## src/rtl/dphy_clk_pkg.sv

```systemverilog
// rtl/dphy_clk_pkg.sv - shared D-PHY clock-lane types and constants
package dphy_clk_pkg;

  typedef enum logic [3:0] {
    RX_STOP,
    HS_RQST,
    BRIDGE,
    SETTLE,
    HS_CLK,
    ULPS_RQST,
    ULPS,
    ULPS_EXIT,
    ERR_WAIT
  } clk_rx_state_t;

  // Line states as {lp_dp, lp_dn}
  localparam logic [1:0] LP11 = 2'b11;
  localparam logic [1:0] LP01 = 2'b01;
  localparam logic [1:0] LP00 = 2'b00;
  localparam logic [1:0] LP10 = 2'b10;

  localparam int DEF_TERM_EN_CYC = 4;
  localparam int DEF_SETTLE_CYC  = 20;
  localparam int DEF_CNT_W       = 6;

endpackage

```

## src/rtl/lp_timer.sv

```systemverilog
// rtl/lp_timer.sv - down-counter with load/clear, done when count is zero
module lp_timer #(
  parameter int CNT_W = 6
) (
  input  logic             clk,
  input  logic             rst,
  input  logic             load,
  input  logic             clear,
  input  logic             dec,
  input  logic [CNT_W-1:0] load_val,
  output logic             done
);

  logic [CNT_W-1:0] cnt;

  // Saturates at zero: decrement requests are dropped once done.
  always_ff @(posedge clk) begin
    if (!rst) begin
      cnt <= '0;
    end else if (clear) begin
      cnt <= '0;
    end else if (load) begin
      cnt <= load_val;
    end else if (dec && (cnt != '0)) begin
      cnt <= cnt - 1'b1;
    end
  end

  assign done = (cnt == '0);

endmodule

```

## src/rtl/hs_clk_rx_ctrl.sv

```systemverilog
// rtl/hs_clk_rx_ctrl.sv - D-PHY clock-lane receive controller (LP decode, HS entry/exit, ULPS)
module hs_clk_rx_ctrl
  import dphy_clk_pkg::*;
#(
  parameter int TERM_EN_CYC = DEF_TERM_EN_CYC,
  parameter int SETTLE_CYC  = DEF_SETTLE_CYC,
  parameter int CNT_W       = DEF_CNT_W
) (
  input  logic clk,
  input  logic rst,
  input  logic rx_enable,
  input  logic lp_dp,
  input  logic lp_dn,
  output logic term_en,
  output logic hs_rx_en,
  output logic clk_active,
  output logic stop_state,
  output logic ulps_active,
  output logic err_ctrl
);

  localparam logic [CNT_W-1:0] TERM_LOAD   = CNT_W'(TERM_EN_CYC - 1);
  localparam logic [CNT_W-1:0] SETTLE_LOAD = CNT_W'(SETTLE_CYC - 1);

  clk_rx_state_t    state;
  clk_rx_state_t    nxt;
  logic [1:0]       line;
  logic             t_load;
  logic             t_dec;
  logic             t_done;
  logic [CNT_W-1:0] t_val;

  assign line = {lp_dp, lp_dn};

  always_comb begin
    nxt    = state;
    t_load = 1'b0;
    t_val  = '0;
    if (!rx_enable) begin
      nxt = RX_STOP;
    end else begin
      case (state)
        RX_STOP: begin
          case (line)
            LP01:    nxt = HS_RQST;
            LP10:    nxt = ULPS_RQST;
            LP00:    nxt = ERR_WAIT;
            default: nxt = RX_STOP;
          endcase
        end
        HS_RQST: begin
          case (line)
            LP00: begin
              nxt    = BRIDGE;
              t_load = 1'b1;
              t_val  = TERM_LOAD;
            end
            LP11:    nxt = RX_STOP;
            LP10:    nxt = ERR_WAIT;
            default: nxt = HS_RQST;
          endcase
        end
        BRIDGE: begin
          case (line)
            LP00: begin
              if (t_done) begin
                nxt    = SETTLE;
                t_load = 1'b1;
                t_val  = SETTLE_LOAD;
              end
            end
            LP11:    nxt = RX_STOP;
            default: nxt = ERR_WAIT;
          endcase
        end
        // Line swings here are HS activity, not LP signalling; only LP-11 counts.
        SETTLE: begin
          if (line == LP11)  nxt = RX_STOP;
          else if (t_done)   nxt = HS_CLK;
        end
        HS_CLK: begin
          if (line == LP11) nxt = RX_STOP;
        end
        ULPS_RQST: begin
          case (line)
            LP00:    nxt = ULPS;
            LP11:    nxt = RX_STOP;
            LP01:    nxt = ERR_WAIT;
            default: nxt = ULPS_RQST;
          endcase
        end
        ULPS: begin
          if (line == LP10) nxt = ULPS_EXIT;
        end
        ULPS_EXIT: begin
          case (line)
            LP11:    nxt = RX_STOP;
            LP00:    nxt = ULPS;
            LP01:    nxt = ERR_WAIT;
            default: nxt = ULPS_EXIT;
          endcase
        end
        ERR_WAIT: begin
          if (line == LP11) nxt = RX_STOP;
        end
        default: nxt = RX_STOP;
      endcase
    end
  end

  assign t_dec = rx_enable && !t_load && (nxt == state) &&
                 ((state == BRIDGE) || (state == SETTLE));

  lp_timer #(
    .CNT_W(CNT_W)
  ) u_timer (
    .clk      (clk),
    .rst      (rst),
    .load     (t_load),
    .clear    (!rx_enable),
    .dec      (t_dec),
    .load_val (t_val),
    .done     (t_done)
  );

  // Outputs are registered from the next state so they track the state register exactly.
  always_ff @(posedge clk) begin
    if (!rst) begin
      state       <= RX_STOP;
      term_en     <= 1'b0;
      hs_rx_en    <= 1'b0;
      clk_active  <= 1'b0;
      stop_state  <= 1'b1;
      ulps_active <= 1'b0;
      err_ctrl    <= 1'b0;
    end else begin
      state       <= nxt;
      term_en     <= (nxt == SETTLE) || (nxt == HS_CLK);
      hs_rx_en    <= (nxt == HS_CLK);
      clk_active  <= (nxt == HS_CLK);
      stop_state  <= (nxt == RX_STOP);
      ulps_active <= (nxt == ULPS) || (nxt == ULPS_EXIT);
      err_ctrl    <= (nxt == ERR_WAIT) && (state != ERR_WAIT);
    end
  end

endmodule

```

## config.mk

```make
export PLATFORM = sky130hd
export DESIGN_NAME = hs_clk_rx_ctrl
export DESIGN_NICKNAME = d
export VERILOG_FILES = /design/src/rtl/dphy_clk_pkg.sv /design/src/rtl/lp_timer.sv /design/src/rtl/hs_clk_rx_ctrl.sv
export SDC_FILE = /design/constraint.sdc
export NUM_CORES = 1
export LEC_CHECK = 0
export CAP_MARGIN = 25
export CORE_ASPECT_RATIO = 1.2
export CORE_MARGIN = 4
export CORE_UTILIZATION = 52
export CTS_CLUSTER_SIZE = 16
export DETAILED_ROUTE_END_ITERATION = 10
export HOLD_SLACK_MARGIN = 0.12
export PLACE_DENSITY = 0.82
export SYNTH_ARGS = -nofsm -noshare
export SYNTH_HDL_FRONTEND = slang
export SYNTH_HIERARCHICAL = 1
export SYNTH_SLANG_ARGS = --single-unit
```

## constraint.sdc

```tcl
create_clock -name clk -period 7.2 [get_ports clk]
set_input_delay 1.44 -clock clk [delete_from_list [all_inputs] [get_ports clk]]
set_output_delay 1.44 -clock clk [all_outputs]
set_load 0.005 [all_outputs]
```

-- After elaboration in Yosys (flattened, before gate mapping)
Cells that the tools add are included.
- bits of input ports: 5
- output and inout port bits: 6
- flip-flop bits (word level): 15
- word-level logic and storage cells: 66
- multiplexer cells: 23
- equal/unequal tests: 18
- add/sub/neg operators: 1
- reductions and logical operators: 17
- operator list (operator ; count):
    $pmux 4 s3 ; 4
    $pmux 4 s8 ; 1
    $eq 4x3->1 const B ; 7
    $mux 4 ; 6
    $eq 4x2->1 const B ; 3
    $mux 6 ; 2
    $mux 5 ; 2
    $pmux 5 s2 ; 1
    $eq 4x4->1 const B ; 2
    $logic_not 4->1 ; 2
    $pmux 4 s2 ; 1
    $logic_not 6->1 ; 1
    $reduce_bool 6->1 ; 1
    $sub 6x1->6 const B ; 1
    $logic_and 1x1->1 ; 5
    $eq 2x2->1 const B ; 2
    $eq 4x1->1 const B ; 1
    $eq 4x4->1 ; 1
    $mux 1 ; 4
    $ne 4x4->1 const B ; 1
    $logic_or 1x1->1 ; 3
    $eq 2x1->1 const B ; 1
    $logic_not 2->1 ; 1
    $mux 2 ; 1
    other kinds (5) ; 5

-- Longest topological paths before layout
Gate-level depths: netlist of the first run.
- depth in word-level cells: 12
- depth in mapped cells: 13
- depth with buffers taken out: 13

-- Cells and area by module
The synthesis of the first run kept the hierarchy.
- modules (own cells, without submodules) (module ; seq. area each (µm²) ; cells each ; area each (µm²) ; instances):
    hs_clk_rx_ctrl ; 180.2 ; 91 ; 782.0 ; 1
    lp_timer ; 120.1 ; 45 ; 377.9 ; 1

-- Worst setup path after synthesis of the first run
No wires, ideal clock.
- path kind: input to register
- start point: input lp_dn
- end point: register u_timer.cnt[2]
- path buffers: 0
- data required time: 7122 ps
- setup slack: 3505 ps
- stages: 10
- arrival: 3618 ps
- library setup time: 78 ps
- path through: inv_1 > ha_1 > or3b_2 > nor4_2 > a2111oi_2 > o21ai_0 > nor4b_2 > nand2_1 > o31a_1 > nor3_1
- longest elaborated chain between the ends: 10
- elaborated cells on any way between the ends: 28
- classes of those cells: 4 x eq/ne; 17 x mux; 7 x reduce/logical
- RTL lines (element ; line ; source):
    start: declaration ; hs_clk_rx_ctrl.sv:13 ; input logic lp_dn,
    branches (longest 6 deep; another with $pmux 4 s8) ; n/a ;
    $logic_and 1x1->1 (*) (2 in series) ; hs_clk_rx_ctrl.sv:111 ; assign t_dec = rx_enable && !t_load && (nxt == state) &&
    named net t_dec ; hs_clk_rx_ctrl.sv:29 ; logic t_dec;
    $logic_and 1x1->1 (*) ; lp_timer.sv:24 ; end else if (dec && (cnt != '0)) begin
    $reduce_bool 2->1 (no line) (*) ; n/a ;
    end signal: assignment ; lp_timer.sv:23 ; cnt <= load_val;
    end signal: assignment ; lp_timer.sv:25 ; cnt <= cnt - 1'b1;
    end: declaration ; lp_timer.sv:14 ; logic [CNT_W-1:0] cnt;
Mark *: on every way through the listed nets, which the timed path passes.
A chain may end at the register's enable or synchronous reset.

-- Final worst setup path of the first run
- start point: input lp_dp
- end point: register u_timer.cnt[2]
- longest elaborated chain between the ends: 10
- elaborated cells on any way between the ends: 28
- classes of those cells: 4 x eq/ne; 17 x mux; 7 x reduce/logical
- RTL lines (element ; line ; source):
    start: declaration ; hs_clk_rx_ctrl.sv:12 ; input logic lp_dp,
    branches (longest 6 deep; another with $pmux 4 s8) ; n/a ;
    $logic_and 1x1->1 (*) (2 in series) ; hs_clk_rx_ctrl.sv:111 ;
    named net t_dec ; hs_clk_rx_ctrl.sv:29 ;
    $logic_and 1x1->1 (*) ; lp_timer.sv:24 ;
    $reduce_bool 2->1 (no line) (*) ; n/a ;
Marks and branches as above.

==> results of run 1 <==
## cell families (layout without fill, tap and decap cells)
family          after synthesis  in the layout  synth area share [%]
flops                        15             15                  25.9
buf+inv                      17             25                  7.34
other cells                   1              3                 0.323
simple gates                 55             55                  30.5
xor+xnor                      4              4                  3.02
fa+ha+maj                     9              9                  9.71
compound gates               34             34                  22.3
mux                           1              1                 0.863
## flip-flops by register name (all words and copies together), names as in the netlist
register     cells
err_ctrl         1
ulps_active      1
clk_active       1
stop_state       1
u_timer/cnt      6
term_en          1
state            4
## final cells by class
| cell class | count | area, um2 |
|---|---|---|
| Fill cell | 194 | 806 |
| Multi-Input combinational cell | 106 | 782 |
| Sequential cell | 15 | 300 |
| Timing Repair Buffer | 10 | 100 |
| Inverter | 11 | 41.3 |
| Tap cell | 30 | 37.5 |
| Clock buffer | 3 | 22.5 |
| Clock inverter | 1 | 5.00 |
## metal layers
metal | routed length (um) | share of wire (%)
met1 | 996 | 43
met2 | 1190 | 51
met3 | 111 | 4.8
met4 | 19 | 0.82
met5 | 0 | 0
## synthesized netlist by cell type, drive strengths merged
cell and n:
a2111oi 1, a21o 2, a21oi 10, a221oi 1, a22oi 1, buf 6, conb 1, dfxtp 15
ha 9, inv 11, mux2i 1, nand2 4, nand2b 3, nand3 5, nand4 1, nand4b 3
nor2 14, nor2b 4, nor3 7, nor3b 1, nor4 2, nor4b 2, o2111ai 2, o211ai 2
o21a 1, o21ai 8, o221a 1, o22ai 1, o31a 2, o31ai 2, or2b 3, or3 1
or3b 3, or4b 2, xnor2 1, xor2 3
## report_power, final
| part | switching (mW) | total (mW) | internal, mW |
|---|---|---|---|
| Combinational | 0.0169 | 0.0311 | 0.0141 |
| Sequential | 0.00342 | 0.0883 | 0.0848 |
| Clock | 0.0273 | 0.0479 | 0.0206 |
## critical path: cells and delay by family
| kind | cells | cell delay (ps) |
|---|---|---|
| compound gates | 3 | 550 |
| buf+inv | 2 | 640 |
| simple gates | 5 | 1610 |
| fa+ha+maj | 1 | 230 |
## worst paths after layout
kind	slack, ps	startpoint	endpoint
setup / recovery	2940	lp_dp	u_timer/cnt[2]$_SDFFE_PP0P_
setup reg to reg	3850	u_timer/cnt[0]$_SDFFE_PP0P_	u_timer/cnt[2]$_SDFFE_PP0P_
hold / removal	590	u_timer/cnt[5]$_SDFFE_PP0P_	u_timer/cnt[5]$_SDFFE_PP0P_
hold reg to reg	590	u_timer/cnt[5]$_SDFFE_PP0P_	u_timer/cnt[5]$_SDFFE_PP0P_
## metrics by stage
| stage | hold slack, ps | area [um2] | util (%) | setup slack (ps) |
|---|---|---|---|---|
| finish | 590 | 1290 | 61.5 | 2940 |
| global route | 641 | 1290 | 61.5 | 2690 |
| CTS | 593 | 1290 | 61.5 | 2950 |
| detailed placement | 572 | 1260 | 60.2 | 2640 |
| global placement | 549 | 1260 | 60.2 | 2800 |
| floorplan | 527 | 1170 | - | 3500 |
==> results.yml, run 1 <==
floorplanning:
  die_y_um: 59.7
  fp.dieArea_mm2: 0.00305
  io_pins: 11
  core_area_mm2: 0.00209
  die_w_um: 51.1
  rows: 18
  start_util_pct: 55.4
setup_path:
  critPathKind: "primary input to flop"
  worst_ep_arrival_time_ps: 4470
  cp_slowest_stage_delay_ps: 520
  critPathLaunchType: "primary input"
  worstPathCellList: "clkdlybuf4s50_1 -> inv_1 -> ha_1 -> or3b_2 -> nor4_2 -> a2111oi_2 -> o21ai_0 -> nor4b_2 -> nand2_1 -> o31a_1 -> nor3_1"
  cp_max_fo: 6
  reg2reg_depth: 11
  end_kind: "flop"
  worstPathRequired_ps: 7420
  crit_slowest_cell: "nor4b_2"
finish:
  fin_cells: 176
  layout_commonest_cell: "dfxtp_1"
  drive_gt1_share_pct: 13.0
  syn_to_final_growth_pct: 11.1
  antenna_cells: 0
  final_cell_mix: "dfxtp_1, nor2_1, inv_1, clkdlybuf4s50_1"
  nNetsFinal: 161
yosys:
  ys_top_cells_by_area: "dfxtp_1, ha_1, nor2_1"
  syn-cell-area_mm2: 0.00116
  synth_warnings: 6
  syn_area_per_cell_um2: 8.53
  netlist.area_leader.share_pct: 25.9
  syn_inst: 136
  ys_ff_latch: 15
  ys_seq_area_share_pct: 25.9
  synth.distinct_cells: 47
  synth_top_area_cell: "dfxtp_1"
clock_tree:
  cts_setup_buffers: 0
  cts.sink_count: 15
  htreeDepth: 1
  clkSlewWorstSetupHoldPaths_ps: 90
  cts_tree: "yes"
  cts_made_buffers: 3
  clkLatencyLatePin_ps: 280
  cts_max_path_buffers: 2
  cts_hold_buf: 0
  cts_root_buffer: "clkbuf_4"
  cts_resized: 0
global_route:
  grt_max_degree: 21
  antenna_found_initial: 0
  met1_usage_pct: 20.9
  grt_util_met3_pct: 4.49
  grt_pass1_vias: 968
  grt.busiest_layer: "met2"
  grt_use_met2_pct: 32.6
  grt_usage_pct: 18.0
  grt_overflow: 0
  grt_pass1_wl_mm: 4.17
power_and_ir_drop:
  power_density_mw_per_mm2: 130
  leakage_nw: 0.467
  power_mw: 0.167
  ir_worst_vdd_mv: 0.133
placed_design:
  dp.final_hpwl_mm: 1.80
  place_congestion: 0.880
  port_buffers: 10
  post-place-cells: 172
flow_run:
  cap_violations: 0
timing:
  finClkSkew_ps: 5.29
  relSlewSlack_pct: 59.9
  rsz0062_at_grt: "false"
  tightestPinTransition_ps: 600
  max_freq_ghz: 0.235
  min_period_ps: 4260
  hold_viol: 0
  finalCritPeriodShare_pct: 59.1
  tns_ps: 0
  setup_violations: 0
  drv_slew: 0
detailed_routing:
  drtAntennaViolNets: 0
  postRouteWirelength_mm: 2.32
  drtIter0Drc: 37
  avgRoutedWirePerCell_um: 13.2
  post_drt_via_cell_ratio: 5.71
  firstDrtPassIters: 4
  drc: 0
  via_count: 1005
hold_path:
  hold_class: "flop to flop"
  min_path_cells: 2
outcome:
  run_status: "completed"
Note: power is estimated with default switching activity, not from simulation.
==> run 2, diff against run 1 <==
==> constraint.sdc (replaced) <==
create_clock -name clk -period 4.3 [get_ports clk]
set_input_delay 0.86 -clock clk [delete_from_list [all_inputs] [get_ports clk]]
set_output_delay 0.86 -clock clk [all_outputs]
set_load 0.005 [all_outputs]
==> results.yml, run 2 (same netlist as run 1, synthesis figures left out) <==
power_and_ir_drop:
  power_density_mw_per_mm2: 221
  p_comb_share_pct: 18.2
  swShare_pct: 29.7
  intPower_mw: 0.200
  leakage_nw: 0.467
  power_frac_seq_pct: 51.8
  ir_worst_vdd_mv: 0.205
  power_mw: 0.285
  clkPwrFrac_pct: 29.9
  p_switching_mw: 0.0847
setup_path:
  critPathLaunchType: "primary input"
  end_kind: "flop"
  cp_max_fo: 6
  worst_ep_arrival_time_ps: 3930
  critPathKind: "primary input to flop"
  ff2ff_setup_slack_ps: 990
  worstPathRequired_ps: 4530
timing:
  min_period_ps: 3700
  hold_viol: 0
  tightestPinTransition_ps: 604
  whs_ps: 600
  max_freq_ghz: 0.270
  tns_ps: 0
  setup_violations: 0
  finalCritPeriodShare_pct: 86.1
  drv_slew: 0
  finClkSkew_ps: 10.6
  rsz0062_at_grt: "false"
  relSlewSlack_pct: 59.6
placed_design:
  place_congestion: 0.880
  dp.final_hpwl_mm: 1.82
  placed_cell_area_mm2: 0.00126
  port_buffers: 10
global_route:
  grt_overflow: 0
  grt_pass1_wl_mm: 4.20
  grt_pass1_vias: 964
  grt_max_degree: 21
  antenna_found_initial: 0
  grt_usage_pct: 17.9
detailed_routing:
  post_drt_via_cell_ratio: 5.68
  drc: 0
  avgRoutedWirePerCell_um: 13.3
  postRouteWirelength_mm: 2.35
  drtAntennaViolNets: 0
  drtIter0Drc: 34
  via_count: 999
  firstDrtPassIters: 4
clock_tree:
  cts_made_buffers: 3
  cts.sink_count: 15
  cts_resized: 0
  cts_max_path_buffers: 2
  htreeDepth: 1
  cts_hold_buf: 0
  cts_tree: "yes"
  cts_root_buffer: "clkbuf_4"
  cts_setup_buffers: 0
  clkSlewWorstSetupHoldPaths_ps: 100
  clkLatencyLatePin_ps: 300
flow_run:
  cap_violations: 0
finish:
  regMostFlops: "u_timer/cnt"
  reg.largest.list: "u_timer/cnt x6, state x4"
  utilization_pct: 61.5
  n_fill_cell: 195
  antenna_cells: 0
  multiInputGateArea_um2: 782
  fin_area_mm2: 0.00129
  final_cell_mix: "dfxtp_1, nor2_1, inv_1, clkdlybuf4s50_1"
  largest_reg_flops: 6
  regArea_um2: 300
  syn_to_final_growth_pct: 11.1
  nNetsFinal: 161
  layout_commonest_cell: "dfxtp_1"
  drive_gt1_share_pct: 13.0
floorplanning:
  core_area_mm2: 0.00209
  die_w_um: 51.1
  rows: 18
  start_util_pct: 55.4
  io_pins: 11
  fp.dieArea_mm2: 0.00305
  die_y_um: 59.7
outcome:
  run_status: "completed"
hold_path:
  hold_class: "flop to flop"
-- run 2: cell counts in the layout (fill, tap and decap cells not counted) --
Identical to the previous run, type by type.
-- run 2: area by class of cell --
type | count | share of cell area, %
repair buffers | 10 | 7.77
clock buffers | 3 | 1.75
multi-input cells | 106 | 60.7
inverters | 11 | 3.20
flip-flops and latches | 15 | 23.3
well taps | 30 | 2.91
clock inverters | 1 | 0.388
-- run 2: layer usage --
layer	up-vias	wire length (um)	track usage (%)
met5	-	0	0
met4	0	13	3.85
met3	2	166	5.24
met2	35	1170	30.9
met1	458	996	21.8
li1	504	-	-
-- run 2: through the flow --
| stage | instances | worst slack [ps] |
|---|---|---|
| 2_1_floorplan | 138 | 1180 |
| 3_3_place_gp | 172 | 478 |
| 3_5_place_dp | 172 | 287 |
| 4_1_cts | 176 | 609 |
| 5_1_grt | 176 | 443 |
| 6_report | 176 | 596 |
-- run 2: final timing paths --
| check | endpoint | startpoint | depth (start not counted) |
|---|---|---|---|
| worst min-delay path | u_timer/cnt[5]$_SDFFE_PP0P_ | u_timer/cnt[5]$_SDFFE_PP0P_ | 2 |
| worst min register to register | u_timer/cnt[5]$_SDFFE_PP0P_ | u_timer/cnt[5]$_SDFFE_PP0P_ | 2 |
| worst max register to register | u_timer/cnt[2]$_SDFFE_PP0P_ | u_timer/cnt[0]$_SDFFE_PP0P_ | 11 |
| worst max-delay path | u_timer/cnt[2]$_SDFFE_PP0P_ | lp_dp | 11 |
-- run 2: power by group through the flow --
| stage | Clock, mW | Combinational (mW) | Sequential, mW |
|---|---|---|---|
| finish | 0.0853 | 0.0520 | 0.148 |
| global route | 0.0919 | 0.0580 | 0.149 |
| CTS | 0.0857 | 0.0518 | 0.148 |
| detailed placement | 0 | 0.0518 | 0.151 |
| global placement | 0 | 0.0503 | 0.151 |
| floorplan | 0 | 0.0412 | 0.147 |
-- run 2: worst max-delay path, cell delays in order --
cell and delay (ps):
clkdlybuf4s50_1 490, inv_1 140, ha_1 240, or3b_2 470, nor4_2 280, a2111oi_2 120, o21ai_0 190, nor4b_2 540
nand2_1 170, o31a_1 260, nor3_1 170
==> run 3, diff against run 2 <==
--- a/config.mk
+++ b/config.mk
@@ -9,10 +9,12 @@
 export CORE_ASPECT_RATIO = 1.2
 export CORE_MARGIN = 4
 export CORE_UTILIZATION = 52
+export CTS_CLUSTER_DIAMETER = 60
 export CTS_CLUSTER_SIZE = 16
 export DETAILED_ROUTE_END_ITERATION = 10
 export HOLD_SLACK_MARGIN = 0.12
 export PLACE_DENSITY = 0.82
+export SLEW_MARGIN = 20
 export SYNTH_ARGS = -nofsm -noshare
 export SYNTH_HDL_FRONTEND = slang
 export SYNTH_HIERARCHICAL = 1
==> constraint.sdc (replaced) <==
create_clock -name clk -period 4.3 [get_ports clk]
set_input_delay 0.43 -clock clk [delete_from_list [all_inputs] [get_ports clk]]
set_output_delay 0.43 -clock clk [all_outputs]
set_load 0.005 [all_outputs]
==> results of run 3 <==
The final DEF is identical to that of run 2. Status: completed.
Among the figures that moved: setup slack after placement 287 ps -> 717 ps; setup slack after layout 596 ps -> 994 ps; start point of the critical path lp_dp -> u_timer/cnt[0]$_SDFFE_PP0P_
